[src/rtl/scan_test_sequencer.sv]
// Scan test sequencer: fetches test vectors, shifts them into a scan chain, pulses one capture
// cycle, and compares primary outputs and unloaded state against expectations.
module scan_test_sequencer #(
  parameter int unsigned FF        = 25,
  parameter int unsigned IN_WIDTH  = 3,
  parameter int unsigned OUT_WIDTH = 6
) (
  input  logic                 clk,
  input  logic                 rst,
  input  logic                 start,
  input  logic                 vec_valid,
  output logic                 vec_ready,
  input  logic [IN_WIDTH-1:0]  vec_pi,
  input  logic [FF-1:0]        vec_scan,
  input  logic [FF-1:0]        vec_exp_st,
  input  logic [OUT_WIDTH-1:0] vec_exp_po,
  input  logic                 vec_last,
  output logic [IN_WIDTH-1:0]  pi,
  output logic                 si,
  output logic                 nbar_t,
  input  logic                 so,
  input  logic [OUT_WIDTH-1:0] po,
  output logic                 busy,
  output logic                 done,
  output logic                 detected,
  output logic [15:0]          vec_count,
  output logic [15:0]          fail_index
);

  localparam int unsigned CntW = $clog2(FF + 1);
  localparam logic [CntW-1:0] CntLast = CntW'(FF - 1);

  typedef enum logic [2:0] {
    StIdle,
    StFetch,
    StShift,
    StCapture,
    StCompare,
    StFlush,
    StFinish
  } state_e;

  state_e                 state_q, state_d;
  logic [CntW-1:0]        cnt_q, cnt_d;
  logic [FF-1:0]          shift_q, shift_d;
  logic [FF-1:0]          cap_q, cap_d;
  logic [FF-1:0]          exp_st_q, exp_st_d;
  logic [FF-1:0]          prev_st_q, prev_st_d;
  logic [IN_WIDTH-1:0]    pi_q, pi_d;
  logic [OUT_WIDTH-1:0]   exp_po_q, exp_po_d;
  logic [OUT_WIDTH-1:0]   po_q, po_d;
  logic                   last_q, last_d;
  logic                   seen_q, seen_d;
  logic                   det_q, det_d;
  logic [15:0]            count_q, count_d;
  logic [15:0]            fail_q, fail_d;

  logic [FF-1:0]          cap_shift;
  logic                   restart;

  assign cap_shift = {cap_q[FF-2:0], so};
  assign restart   = start && (state_q == StIdle || state_q == StFinish);

  always_comb begin
    state_d   = state_q;
    cnt_d     = cnt_q;
    shift_d   = shift_q;
    cap_d     = cap_q;
    exp_st_d  = exp_st_q;
    prev_st_d = prev_st_q;
    pi_d      = pi_q;
    exp_po_d  = exp_po_q;
    po_d      = po_q;
    last_d    = last_q;
    seen_d    = seen_q;
    det_d     = det_q;
    count_d   = count_q;
    fail_d    = fail_q;
    vec_ready = 1'b0;
    busy      = 1'b1;
    nbar_t    = 1'b1;
    si        = 1'b0;

    case (state_q)
      StIdle: busy = 1'b0;
      StFetch: begin
        vec_ready = 1'b1;
        if (vec_valid) begin
          shift_d   = vec_scan;
          pi_d      = vec_pi;
          exp_po_d  = vec_exp_po;
          last_d    = vec_last;
          // The unload of this vector carries the response of the previous one.
          prev_st_d = exp_st_q;
          exp_st_d  = vec_exp_st;
          count_d   = (count_q == 16'hFFFF) ? count_q : count_q + 16'd1;
          state_d   = StShift;
        end
      end
      StShift: begin
        si      = shift_q[FF-1];
        shift_d = {shift_q[FF-2:0], 1'b0};
        cap_d   = cap_shift;
        if (cnt_q == CntLast) state_d = StCapture;
        else                  cnt_d   = cnt_q + 1'b1;
      end
      StCapture: begin
        nbar_t  = 1'b0;
        po_d    = po;
        state_d = StCompare;
      end
      StCompare: begin
        seen_d = 1'b1;
        if ((po_q != exp_po_q) || (seen_q && (cap_q != prev_st_q))) begin
          det_d   = 1'b1;
          fail_d  = count_q - 16'd1;
          state_d = StFinish;
        end else if (last_q) begin
          state_d = StFlush;
        end else begin
          state_d = StFetch;
        end
      end
      StFlush: begin
        cap_d = cap_shift;
        if (cnt_q == CntLast) begin
          // Final bit arrives this cycle, so compare against the shifted value.
          if (cap_shift != exp_st_q) begin
            det_d  = 1'b1;
            fail_d = count_q - 16'd1;
          end
          state_d = StFinish;
        end else begin
          cnt_d = cnt_q + 1'b1;
        end
      end
      StFinish: busy = 1'b0;
      default: state_d = StIdle;
    endcase

    if (restart) begin
      det_d   = 1'b0;
      count_d = '0;
      fail_d  = '0;
      seen_d  = 1'b0;
      state_d = StFetch;
    end

    if (state_d != state_q) cnt_d = '0;
  end

  always_ff @(posedge clk) begin
    if (rst) begin
      state_q   <= StIdle;
      cnt_q     <= '0;
      shift_q   <= '0;
      cap_q     <= '0;
      exp_st_q  <= '0;
      prev_st_q <= '0;
      pi_q      <= '0;
      exp_po_q  <= '0;
      po_q      <= '0;
      last_q    <= 1'b0;
      seen_q    <= 1'b0;
      det_q     <= 1'b0;
      count_q   <= '0;
      fail_q    <= '0;
    end else begin
      state_q   <= state_d;
      cnt_q     <= cnt_d;
      shift_q   <= shift_d;
      cap_q     <= cap_d;
      exp_st_q  <= exp_st_d;
      prev_st_q <= prev_st_d;
      pi_q      <= pi_d;
      exp_po_q  <= exp_po_d;
      po_q      <= po_d;
      last_q    <= last_d;
      seen_q    <= seen_d;
      det_q     <= det_d;
      count_q   <= count_d;
      fail_q    <= fail_d;
    end
  end

  assign pi         = pi_q;
  assign done       = (state_q == StFinish);
  assign detected   = det_q;
  assign vec_count  = count_q;
  assign fail_index = fail_q;

endmodule

[config.mk]
export PLATFORM = sky130hd
export DESIGN_NAME = scan_test_sequencer
export DESIGN_NICKNAME = d
export VERILOG_FILES = /design/src/rtl/scan_test_sequencer.sv
export SDC_FILE = /design/constraint.sdc
export NUM_CORES = 1
export LEC_CHECK = 0
export ABC_AREA = 0
export BUFFER_PORTS_ARGS = -buffer_cell sky130_fd_sc_hd__buf_4
export CORE_MARGIN = 3
export CORE_UTILIZATION = 45
export DETAILED_ROUTE_END_ITERATION = 7
export PLACE_DENSITY = 0.68
export SLEW_MARGIN = 10
export SYNTH_ARGS = -nofsm -noshare
export SYNTH_HDL_FRONTEND = slang
export SYNTH_SLANG_ARGS = --single-unit
[constraint.sdc]
create_clock -name clk -period 2.2 [get_ports clk]
set_clock_uncertainty 0.15 [all_clocks]
set_input_delay 0.11 -clock clk [delete_from_list [all_inputs] [get_ports clk]]
set_output_delay 0.11 -clock clk [all_outputs]
set_load 0.1 [all_outputs]
==> results by group <==
Status
  – Status: completed

Timing
  – Setup ws final: 0.00274 ns
  – Fin. Hold Viols: 0
  – Fmax: 0.455 GHz
  – Final number of setup-violating endpoints: 0
  – Slew @ Worst Pin: 0.771 ns
  – Slew margin rel.: 0.486
  – Post-layout min period: 2.20 ns
  – Hold WS: 0.0363 ns
  – RSZ-0062 raised after global routing: yes
  – Tcrit/Tclk final: 0.999
  – Setup TNS: 0 ns
  – Max Transition Viols Final: 0

Final layout
  – Nets: between 1000 and 1500
  – Final std cells w/o fill: 1206
  – Area grow syn2layout: 36.7%
  – ANT cells: 0
  – Layout cell share with drive strength beyond 1: 0.204
  – Fin util: 0.641

Power
  – PwrDens: 709 nW/um2
  – Max IR drop VDD: around 0.61 mV
  – Leak: 3.87 nW

CTS
  – Clock sink total: 158
  – TritonCTS clock tree: built
  – TritonCTS buffer count: 17
  – Clock Path Buffers: 2
  – Clk_lat worst skew: 0.43 ns
  – H-tree levels: 4
  – Worst-path clk slew: approximately 0.07 ns
  – Root Driver: clkbuf_16

Logic synthesis
  – Most frequent cell after synthesis: nand2_1
  – Async S/R FF share, synth: 0
  – Synth area leaders: dfxtp_1 46%, nand2_1 10%, mux2i_1 6.8%
  – Mapped Area: 6950 um2
  – Cell variety after synth: 40
  – Yosys warns: 0
  – Post-synth top area share: 0.455
  – Flops & latches, synth: 158
  – Mapped Cells: 833
  – Post-synthesis sequential area ratio: 0.455
  – Leading area contributor after synthesis: dfxtp_1
  – Ranking of synthesized cells by instance count: 190 x nand2_1, 158 x dfxtp_1, 93 x a21oi_1, 73 x nor2_1, 52 x xnor2_1
  – EDFF count, synth: 0
  – Most used flip-flop cell after synthesis: dfxtp_1
  – Syn Nets: just over 900
  – Avg Cell Area, Syn: ~8.3 um2

Setup path
  – Setup crit end: fail_index[13]
  – Worst path arrival time: 2.39 ns
  – CP Max Fanout: 17
  – Startpoint types: flip-flop
  – Setup Crit Path Kind: flip-flop to flip-flop
  – Critical R2R Launch: cap_q[5]
  – CP Capture Type: flip-flop
  – Flop2flop setup slack: ~0.0027 ns
  – Worst Setup SP: cap_q[5]
  – R2R depth: 7
  – CP Data Required Time: 2.40 ns
  – RR Endpoint: fail_index[13]

Place
  – RePlAce Congestion: slightly above 0.8
  – Detailed Place HPWL: around 11000 um
  – Worst slack at placement: -0.0816 ns
  – Placed instance count: 1104
  – I/O Buffers: 111

Route
  – Drt drc: 0
  – Via-to-Cell Ratio: 5.11
  – Vias post-DR: 6158
  – Wire per inst: 14.4 um
  – Routed WL: 17300 um
  – Initial DRC count: about 360
  – Post-DRT Antenna Nets: 0
  – DR pass1 iterations: 7

Die
  – Die Ht: 130 um
  – # IOs: 112
  – Width of the die: 130 um
  – Core area: 14800 um2
  – Std-Cell Rows: 44
  – Initial Utilization: 0.469
  – Full die area: about 17000 um2

Global route
  – GRT Residual Overflow: 0
  – Largest net degree at the start of global routing: 77
  – First-pass GRT wire length: 28200 um
  – Vias in the first global route: 5814
  – GRT Total Usage: 0.207
  – Initial antenna violation count: 0

Hold path
  – Worst hold path type: input port to flip-flop

Job
  – Max-cap viol count: 0
layout make-up:
class,count,area [um2]
fillers,1188,5320
multi-input cells,608,3560
flip-flops and latches,158,3220
repair buffers,213,1830
clock buffers,18,439
well taps,184,230
clock inverters,14,178
inverters,11,41.3
metal layers:
layer	part of all wire	global-route usage
met5	0	0
met4	0.0094	0.0678
met3	0.050	0.0450
met2	0.48	0.334
met1	0.46	0.276
power breakdown:
| group | internal, mW | total [mW] | switching [mW] |
|---|---|---|---|
| clock | 1.84 | 3.08 | 1.25 |
| sequential | 2.90 | 2.95 | 0.0510 |
| combinational | 0.321 | 0.695 | 0.374 |
placed cells by master, fill, tap and decap left out, types with 2 or more instances in the layout:
master         instances
dfxtp_2                6
dfxtp_1              139
dlygate4sd3_1         69
a21oi_1               91
a21oi_2                2
xnor2_1               52
nor2_1                72
inv_6                  4
and2_1                 3
a22oi_1               25
bufinv_16              3
clkbuf_16             17
dfxtp_4               13
nor2b_1                2
nand4_1               14
nand2b_1               5
or2_2                  2
nor3_1                13
o21ai_0                4
nand3_1               13
or3_1                  2
buf_12                 4
nand4b_1               2
a21o_1                 3
nor4_1                 6
inv_4                  2
xor2_1                37
nor4_2                 4
buf_4                139
nand2_1              190
mux2i_1               47
inv_1                 11
ha_1                   4
clkinvlp_4             2
critical path: stages, from the launching register on:
cell     delay [ns]
dfxtp_1        0.36
xor2_1         0.20
nor4_2         0.24
nand2_1        0.14
o41ai_2        0.40
a21o_1         0.21
buf_12         0.18
mux2i_1        0.22
through the flow:
| step | total power [mW] | instance area, um2 |
|---|---|---|
| after CTS | 6.76 | 9460 |
| after global placement | 3.60 | 8140 |
| after detailed placement | 3.60 | 8140 |
| after global routing | 6.96 | 9490 |
| after floorplan | 3.37 | 7040 |
| final | 6.73 | 9490 |
sequential cells by signal, summed over array words and instances, names as in the netlist:
signal      cells
cap_q          25
cnt_q           5
detected        1
exp_po_q        6
exp_st_q       25
fail_index     16
last_q          1
pi              3
po_q            6
prev_st_q      25
seen_q          1
shift_q        25
state_q         3
vec_count      16
cells by family after synthesis:
| family | Yosys count | synth area share |
|---|---|---|
| flip-flops | 158 | 0.455 |
| adder cells (fa/ha/maj) | 4 | 0.00720 |
| AO/OA/AOI/OAI | 133 | 0.111 |
| XOR/XNOR | 89 | 0.112 |
| multiplexers | 47 | 0.0677 |
| buffers and inverters | 67 | 0.0411 |
| AND/OR/NAND/NOR | 335 | 0.206 |
worst min path at each step:
stage                   start       end  slack (ns)  cells after the start
finish              vec_valid  cnt_q[0]        0.04                      5
detailed placement      po[5]   po_q[5]        0.20                      3
floorplan            vec_last    last_q         0.1                      2
CTS                 vec_valid  cnt_q[3]        0.02                      5
global route        vec_valid  cnt_q[3]        0.05                      5
global placement        po[4]   po_q[4]        0.19                      3
repair_timing:
item | 4_1_cts | 5_1_grt
hold buffers | 69 | 0
gates resized for setup | 2 | 8
endpoints found under the hold margin | 70 | 0
endpoints found under the setup margin | 18 | 23
setup buffers | 1 | 0
pin swaps | 1 | 2
No activity file was read; power rests on OpenSTA's default activity.
